==> config.mk <==
export PLATFORM = sky130hd
export DESIGN_NAME = matrix_window_ctrl
export DESIGN_NICKNAME = d
export VERILOG_FILES = /design/src/rtl/matrix_window_ctrl.sv
export SDC_FILE = /design/constraint.sdc
export NUM_CORES = 1
export LEC_CHECK = 0
export BUFFER_PORTS_ARGS = -buffer_cell sky130_fd_sc_hd__buf_2
export CORE_MARGIN = 4
export CORE_UTILIZATION = 50
export CTS_BUF_LIST = sky130_fd_sc_hd__clkbuf_16
export CTS_CLUSTER_DIAMETER = 120
export DETAILED_ROUTE_END_ITERATION = 12
export PLACE_DENSITY = 0.75
export SYNTH_ARGS = -nofsm -noshare
export SYNTH_HDL_FRONTEND = slang
export SYNTH_SLANG_ARGS = --single-unit
==> constraint.sdc <==
create_clock -name clk -period 5.5 [get_ports clk]
set_clock_uncertainty 0.2 [all_clocks]
set_input_delay 1.1 -clock clk [delete_from_list [all_inputs] [get_ports clk]]
set_output_delay 1.1 -clock clk [all_outputs]
set_load 0.05 [all_outputs]
==> src/rtl/matrix_window_ctrl.sv <==
// Frame/window sequencer behind the 5x5 window generator: tracks column/row,
// flags fully populated windows, reports centre coordinates and geometry errors.
module matrix_window_ctrl #(
    parameter logic [9:0] IMG_H = 10'd800,
    parameter logic [9:0] IMG_V = 10'd600,
    parameter logic [2:0] WIN   = 3'd5
) (
    input  logic       clk,
    input  logic       rst_n,
    input  logic       m_vs,
    input  logic       m_hs,
    input  logic       m_clken,
    input  logic       err_clr,
    output logic       win_valid,
    output logic [9:0] win_x,
    output logic [9:0] win_y,
    output logic       win_border,
    output logic       frame_start,
    output logic       frame_done,
    output logic       line_err,
    output logic       frame_err,
    output logic       busy
);

    // state     | meaning
    // IDLE      | no frame in progress, waiting for m_vs rise
    // WAIT_LINE | frame started, waiting for first m_hs rise
    // ACTIVE    | inside a line, counting strobed pixels
    // LINE_GAP  | between lines, waiting for next m_hs rise
    typedef enum logic [1:0] {IDLE, WAIT_LINE, ACTIVE, LINE_GAP} state_t;

    localparam logic [9:0] WIN10  = {7'd0, WIN};
    localparam logic [9:0] HALF   = {8'd0, WIN[2:1]};
    localparam logic [9:0] HALF1  = HALF + 10'd1;
    localparam logic [9:0] ROW_MIN = WIN10 - 10'd1;
    localparam logic [9:0] H_EDGE = IMG_H - HALF - 10'd1;
    localparam logic [9:0] V_EDGE = IMG_V - HALF - 10'd1;
    localparam logic [9:0] CNT_MAX = 10'd1023;

    state_t     state, state_nxt;
    logic [9:0] col, col_nxt, row, row_nxt;
    logic [9:0] col_inc, row_inc;
    logic       vs_q, hs_q, armed;
    logic       vs_rise, vs_fall, hs_rise, hs_fall;
    logic       pix;
    logic       win_valid_nxt, win_border_nxt;
    logic [9:0] win_x_nxt, win_y_nxt;
    logic       frame_start_nxt, frame_done_nxt;
    logic       line_err_nxt, frame_err_nxt, busy_nxt;

    // armed masks edge detection for the first cycle after reset so a level
    // already high at release is not mistaken for a rising edge
    assign vs_rise = armed &  m_vs & ~vs_q;
    assign vs_fall = armed & ~m_vs &  vs_q;
    assign hs_rise = armed &  m_hs & ~hs_q;
    assign hs_fall = armed & ~m_hs &  hs_q;

    assign col_inc = (col == CNT_MAX) ? col : col + 10'd1;
    assign row_inc = (row == CNT_MAX) ? row : row + 10'd1;

    always_comb begin
        state_nxt       = state;
        col_nxt         = col;
        row_nxt         = row;
        pix             = 1'b0;
        win_valid_nxt   = 1'b0;
        win_x_nxt       = win_x;
        win_y_nxt       = win_y;
        win_border_nxt  = win_border;
        frame_start_nxt = 1'b0;
        frame_done_nxt  = 1'b0;
        line_err_nxt    = line_err & ~err_clr;
        frame_err_nxt   = frame_err & ~err_clr;
        busy_nxt        = busy;

        if (vs_fall) begin
            if (busy) frame_err_nxt = 1'b1;
            busy_nxt  = 1'b0;
            state_nxt = IDLE;
        end else if (vs_rise) begin
            if (state != IDLE && row != 10'd0 && row != IMG_V) frame_err_nxt = 1'b1;
            frame_start_nxt = 1'b1;
            busy_nxt        = 1'b1;
            row_nxt         = 10'd0;
            col_nxt         = 10'd0;
            state_nxt       = WAIT_LINE;
        end else begin
            case (state)
                WAIT_LINE, LINE_GAP: begin
                    if (hs_rise) begin
                        state_nxt = ACTIVE;
                        pix       = m_clken;
                    end
                end
                ACTIVE: begin
                    if (hs_fall) begin
                        if (col != IMG_H) line_err_nxt = 1'b1;
                        col_nxt = 10'd0;
                        row_nxt = row_inc;
                        if (row_inc == IMG_V) begin
                            frame_done_nxt = 1'b1;
                            busy_nxt       = 1'b0;
                            state_nxt      = IDLE;
                        end else begin
                            state_nxt = LINE_GAP;
                        end
                    end else begin
                        pix = m_hs & m_clken;
                    end
                end
                default: ;
            endcase
        end

        if (pix) begin
            col_nxt        = col_inc;
            win_valid_nxt  = (col_inc >= WIN10) && (row >= ROW_MIN);
            win_x_nxt      = (col_inc >= HALF1) ? col_inc - HALF1 : 10'd0;
            win_y_nxt      = (row >= HALF) ? row - HALF : 10'd0;
            win_border_nxt = (win_x_nxt < HALF) || (win_x_nxt > H_EDGE) ||
                             (win_y_nxt < HALF) || (win_y_nxt > V_EDGE);
        end
    end

    always_ff @(posedge clk or negedge rst_n) begin
        if (!rst_n) begin
            state       <= IDLE;
            col         <= 10'd0;
            row         <= 10'd0;
            vs_q        <= 1'b0;
            hs_q        <= 1'b0;
            armed       <= 1'b0;
            win_valid   <= 1'b0;
            win_x       <= 10'd0;
            win_y       <= 10'd0;
            win_border  <= 1'b0;
            frame_start <= 1'b0;
            frame_done  <= 1'b0;
            line_err    <= 1'b0;
            frame_err   <= 1'b0;
            busy        <= 1'b0;
        end else begin
            state       <= state_nxt;
            col         <= col_nxt;
            row         <= row_nxt;
            vs_q        <= m_vs;
            hs_q        <= m_hs;
            armed       <= 1'b1;
            win_valid   <= win_valid_nxt;
            win_x       <= win_x_nxt;
            win_y       <= win_y_nxt;
            win_border  <= win_border_nxt;
            frame_start <= frame_start_nxt;
            frame_done  <= frame_done_nxt;
            line_err    <= line_err_nxt;
            frame_err   <= frame_err_nxt;
            busy        <= busy_nxt;
        end
    end

endmodule

Yosys cells after proc, flatten, opt, wreduce, memory -nomap -nowiden
Index checks and enable logic that the tools add are counted.
{"block": "totals", "regBits": 52, "in_bits": 6, "output_inout_bits": 27, "elab_cells": 121}
{"block": "op_classes", "n_addsub": 4, "magnitude_cmp": 8, "n_eq_ne": 11, "muxes": 45, "bitwise_logic": 17, "reduce_logical": 21}
{"operator": "two-way mux 10 bit", "count": 12}
{"operator": "equality test 10 bit, second input constant", "count": 3}
{"operator": "two-way mux 1 bit", "count": 26}
{"operator": "adder 10 x 1 -> 10 bit, second input constant", "count": 2}
{"operator": "greater-or-equal comparator 10 x 2 -> 1 bit, second input constant", "count": 2}
{"operator": "greater-or-equal comparator 10 x 3 -> 1 bit, second input constant", "count": 2}
{"operator": "greater-than comparator 10 bit, second input constant", "count": 2}
{"operator": "< comparator 10 x 2 -> 1 bit, second input constant", "count": 2}
{"operator": "inequality test 10 bit, second input constant", "count": 2}
{"operator": "subtractor 10 x 2 -> 10 bit, second input constant", "count": 2}
{"operator": "nonzero test 3 bit", "count": 5}
{"operator": "AND reduction 3 bit", "count": 4}
{"operator": "bitwise AND 1 bit", "count": 11}
{"operator": "two-way mux 2 bit", "count": 5}
{"operator": "nonzero test 10 bit", "count": 1}
{"operator": "inequality test 4 bit, second input constant", "count": 2}
{"operator": "NOT 1 bit", "count": 6}
{"operator": "nonzero test 2 bit", "count": 3}
{"operator": "equality test 2 bit, second input constant", "count": 2}
{"operator": "one-hot mux 2 bit (2 select lines)", "count": 1}
{"operator": "nonzero test 4 bit", "count": 1}
{"operator": "logical AND 1 bit", "count": 3}
{"operator": "logical OR 1 bit", "count": 3}
{"operator": "equality test 2 x 1 -> 1 bit, second input constant", "count": 1}
{"operator": "3 further kinds", "count": 3}

Depth between registers and ports, before layout
{"block": "logic_depth", "depth_word": 9, "ltp_mapped": 14, "ltp_nobuf": 13}

Worst setup path after synthesis
No wires, ideal clock.
{"block": "synth_timing", "path_kind": "register to register", "startpoint": "register col[1]", "endpoint": "register win_border", "setup_ps": 82, "arrival_time_ps": 3391, "required_time_ps": 5218, "path_slack_ps": 1827, "stages_incl_launch_ff": 15, "path_buffers": 1, "period_less_slack_ps": 3673, "path_cell_list": "dfrtp_1 -> ha_1 -> and3_1 -> clkbuf_1 -> nand3_1 -> mux2i_1 -> inv_1 -> ha_1 -> or3_1 -> o32ai_1 -> o21ai_1 -> xnor2_1 -> o31ai_1 -> a2111o_1 -> a31oi_1"}
{"block": "synth_via", "elab_chain_cells": 8, "word_cells_on_any_way": 11, "cone_classes": "add/sub (2); order compare (3); eq/ne (1); mux (2); reduce/logical (3)"}
{"item": "start: declaration", "line": "41", "rtl": "logic [9:0] col, col_nxt, row, row_nxt;"}
{"item": "start signal: assignment", "line": "144", "rtl": "col <= col_nxt;"}
{"item": "adder 10 x 1 -> 10 bit / equality test 10 bit (equally long branches)", "line": "58", "rtl": "assign col_inc = (col == CNT_MAX) ? col : col + 10'd1;"}
{"item": "two-way mux 10 bit *", "line": "58"}
{"item": "subtractor 10 x 2 -> 10 bit / greater-or-equal comparator 10 x 2 -> 1 bit (equally long branches)", "line": "118", "rtl": "win_x_nxt = (col_inc >= HALF1) ? col_inc - HALF1 : 10'd0;"}
{"item": "two-way mux 10 bit *", "line": "118"}
{"item": "< comparator 10 x 2 -> 1 bit / greater-than comparator 10 bit (equally long branches)", "line": "120", "rtl": "win_border_nxt = (win_x_nxt < HALF) || (win_x_nxt > H_EDGE) ||"}
{"item": "logical OR 1 bit * (2 in a row)", "line": "120"}
{"item": "logical OR 1 bit *", "line": "121", "rtl": "(win_y_nxt < HALF) || (win_y_nxt > V_EDGE);"}
{"item": "end signal: assignment", "line": "152", "rtl": "win_border <= win_border_nxt;"}
{"item": "end: declaration", "line": "17", "rtl": "output logic win_border,"}
Every way passes the cells marked *; elsewhere a longest branch is shown, timed or not.
A chain may end at the register's enable or synchronous reset.

Final worst setup path
{"block": "layout_timing", "startpoint": "register col[0]", "endpoint": "register win_border"}
The elaborated chain is that of the path after synthesis.

==> results.md <==
• **number of failing setup endpoints in the final timing report** 0
• **Filler Cell Count** 634
• **Hold Crit Class** flop to flop
• **number of gates resized after cts** 0
• **final critical-path required period** 4.42 ns
• **I/O Buffers** 32
• **Yosys top cell area share** 36.7%
• **Antenna diodes** 0
• **Initial DRC Count** 236
• **number of antenna violations at the first check in global routing** 0
• **Antenna Violating Nets Remaining** 0
• **Num CTS Buffers** 5
• **share of final-layout standard cells stronger than drive strength 1** 11.6%
• **global route total overflow** 0
• **required arrival time at the worst endpoint** 5.51 ns
• **Worst Path Max Fanout** 12
• **achievable frequency** 0.226 GHz
• **final standard cell utilization of the core** 56.7%
• **vias in the first global route** 3048
• **register share of total power** 38.4%
• **total standard cell area after synthesis** 3550 sq um
• **Area Growth Syn to Fin** 9.06%
• **share of power burned in the clock network** 28.4%
• **clock transition at the register clock pins on the worst setup and hold paths after CTS** 0.07 ns
• **placeable core region** 6830 sq um
• **Total Die Area** 8510 sq um
• **pin count of the biggest net entering global routing** 53
• **Synth Instances** 441
• **Synth area leaders** sky130_fd_sc_hd__dfrtp_1, sky130_fd_sc_hd__nand2_1, sky130_fd_sc_hd__o21ai_0
• **Clock Sinks** 52
• **power per cell area** 316 nW/um^2
• **average via count per standard cell** 5.93
• **maximum vdd ir drop** 0.000110 V
• **final hold violation count** 0
• **Worst Hold Slack** 0.273 ns
• **final weighted congestion in routability-driven placement** 0.909
• **DR WL/cell** 15.4 um
• **HPWL after DPL** 5950 um
• **RSZ-0062 raised after global routing** no
• **cell depth of the worst flop-to-flop path** 13
• **arrival time reported for the critical path endpoint** 4.43 ns
• **buffer depth of the longest clock path** 2
• **sequential-to-total area share from yosys stat** 36.7%
• **internal cell power** 0.757 mW
• **DR pass1 iterations** 5
• **width of the die** 92.3 um
• **combinational share of power** 33.3%
• **worst slew slack as a fraction of its limit** 43.8%
• **result of the run** finished, final reports clean
• **Switching Power** 0.466 mW
• **count of hold buffers inserted by post-cts repair** 0
• **starting utilization of the core area** 52.0%
• **dominant cell type by area after synthesis** sky130_fd_sc_hd__dfrtp_1
• **overall via count from detail_route** 3225
• **Setup TNS** 0 ns
• **clock latency reported for the late side of the worst-skew pair** 0.28 ns
• **leakage power** 1.69 nW
• **share of flip-flops with an asynchronous set or reset** 100%
• **H-tree depth** 2
• **die outline height** 92.3 um
• **clock tree from TritonCTS** yes
• **Mean Syn Cell Area** 8.05 sq um
• **net count after synthesis** 456
• **Synth cell types** 64
• **number of placement rows** 30
• **DRC** 0
• **wire length of the first global-routing pass** 14400 um
• **max-capacitance violation count** 0
• **Synth top cells by count** sky130_fd_sc_hd__nand2_1, sky130_fd_sc_hd__dfrtp_1, sky130_fd_sc_hd__o21ai_0
• **Tot GR Track Use** 20.2%
• **number of storage elements in the synthesis netlist** 52
• **total wirelength of the detailed-routed design** 8360 um
• **number of top-level pins** 33
• **Least-Margin Pin Slew** 0.839 ns
• **most used standard cell by instance count after synthesis** sky130_fd_sc_hd__nand2_1
• **critical path start-end classification** flop to flop
• **Total Nets Final** 462
• **Root Buffer Master** sky130_fd_sc_hd__clkbuf_16
• **share of the clock period used by the worst path after layout** 80.3%
• **most used flip-flop cell after synthesis** sky130_fd_sc_hd__dfrtp_1
• **number of setup buffers added after CTS** 0
• **worst hold path stage count** 2
• **switching part of the total power** 38.1%
• **number of pins exceeding their max-slew limit in the final report** 0
• **Setup crit end kind** flop
• **synthesis warning total** 0
• **Critical Path Start Type** flop
• **Reg2Reg Setup Slack** 1.08 ns
• **number of flops mapped to enable cells by yosys** 0
==> critical path, stage by stage, from the launching register on <==
cell and delay, ns:
sky130_fd_sc_hd__dfrtp_1 0.50, sky130_fd_sc_hd__ha_1 0.42, sky130_fd_sc_hd__and3_1 0.38, sky130_fd_sc_hd__nand3_1 0.19, sky130_fd_sc_hd__mux2i_1 0.30, sky130_fd_sc_hd__inv_1 0.08, sky130_fd_sc_hd__ha_1 0.23, sky130_fd_sc_hd__or3_1 0.37
sky130_fd_sc_hd__o32ai_1 0.38, sky130_fd_sc_hd__o21ai_1 0.20, sky130_fd_sc_hd__xnor2_1 0.37, sky130_fd_sc_hd__o31ai_1 0.13, sky130_fd_sc_hd__a2111o_1 0.44, sky130_fd_sc_hd__a31oi_1 0.13
==> per-layer routing <==
metal	up-vias	share of wire (%)	track usage, %
met1	1509	45	26.7
met4	0	1.3	4.95
met5	-	0	0
li1	1604	-	-
met2	103	49	34.9
met3	9	4.4	2.79
==> cell usage in the layout, fill, tap and decap left out, drive strengths merged, types with 8 or more instances in the layout <==
cell type	count
a21oi	18
a31oi	13
and2	9
buf	35
dfrtp	52
ha	9
inv	14
nand2	67
nand2b	8
nand3	16
nand4	8
nor2	26
nor2b	8
nor3	20
o21ai	35
o31ai	8
xnor2	8
==> power by group through the flow <==
stage	logic, mW	registers, mW	clock network, mW
3_3_place_gp	0.403	0.473	0
3_5_place_dp	0.408	0.476	0
4_1_cts	0.409	0.469	0.355
2_1_floorplan	0.154	0.630	0
5_1_grt	0.435	0.475	0.371
6_report	0.407	0.469	0.347
==> metrics by stage <==
step	setup WS [ns]	area [sq um]	cells	total power, mW
after floorplan	1.83	3550	441	0.784
after global placement	1.35	3710	536	0.875
after detailed placement	1.14	3710	536	0.884
after CTS	1.13	3870	544	1.23
after global routing	0.770	3870	544	1.28
final	1.08	3870	544	1.22
==> state kept, by name, summed over array words and instances, names as in the netlist <==
register	flops
state	2
row	10
line_err	1
busy	1
frame_done	1
frame_start	1
col	10
win_border	1
hs_q	1
armed	1
frame_err	1
vs_q	1
win_x	10
win_y	10
win_valid	1
==> area by class of cell <==
type / count / area (sq um) / share of cell area [%]
clock buffers: 5 / 125 / 3.23
clock inverters: 3 / 38.8 / 1.00
inverters: 13 / 48.8 / 1.26
multi-input cells: 340 / 2050 / 53.1
flip-flops and latches: 52 / 1300 / 33.6
well taps: 96 / 120 / 3.10
repair buffers: 35 / 183 / 4.72
==> worst paths after layout <==
| kind | end | start |
|---|---|---|
| worst min register to register | win_x[3] | win_x[3] |
| max in group asynchronous | col[2] | rst_n |
| min in group asynchronous | col[0] | rst_n |
| worst min-delay path | win_x[3] | win_x[3] |
| worst max register to register | win_border | col[0] |
| worst max-delay path | win_border | col[0] |
==> logic make-up after synthesis <==
| logic type | Yosys count | synth area share [%] |
|---|---|---|
| compound gates | 118 | 22.2 |
| xor+xnor | 13 | 3.21 |
| fa+ha+maj | 9 | 3.17 |
| buf+inv | 49 | 5.46 |
| flops | 52 | 36.7 |
| mux | 7 | 2.08 |
| other cells | 1 | 0.106 |
| simple gates | 192 | 27.1 |
Note: power is estimated with default switching activity, not from simulation.
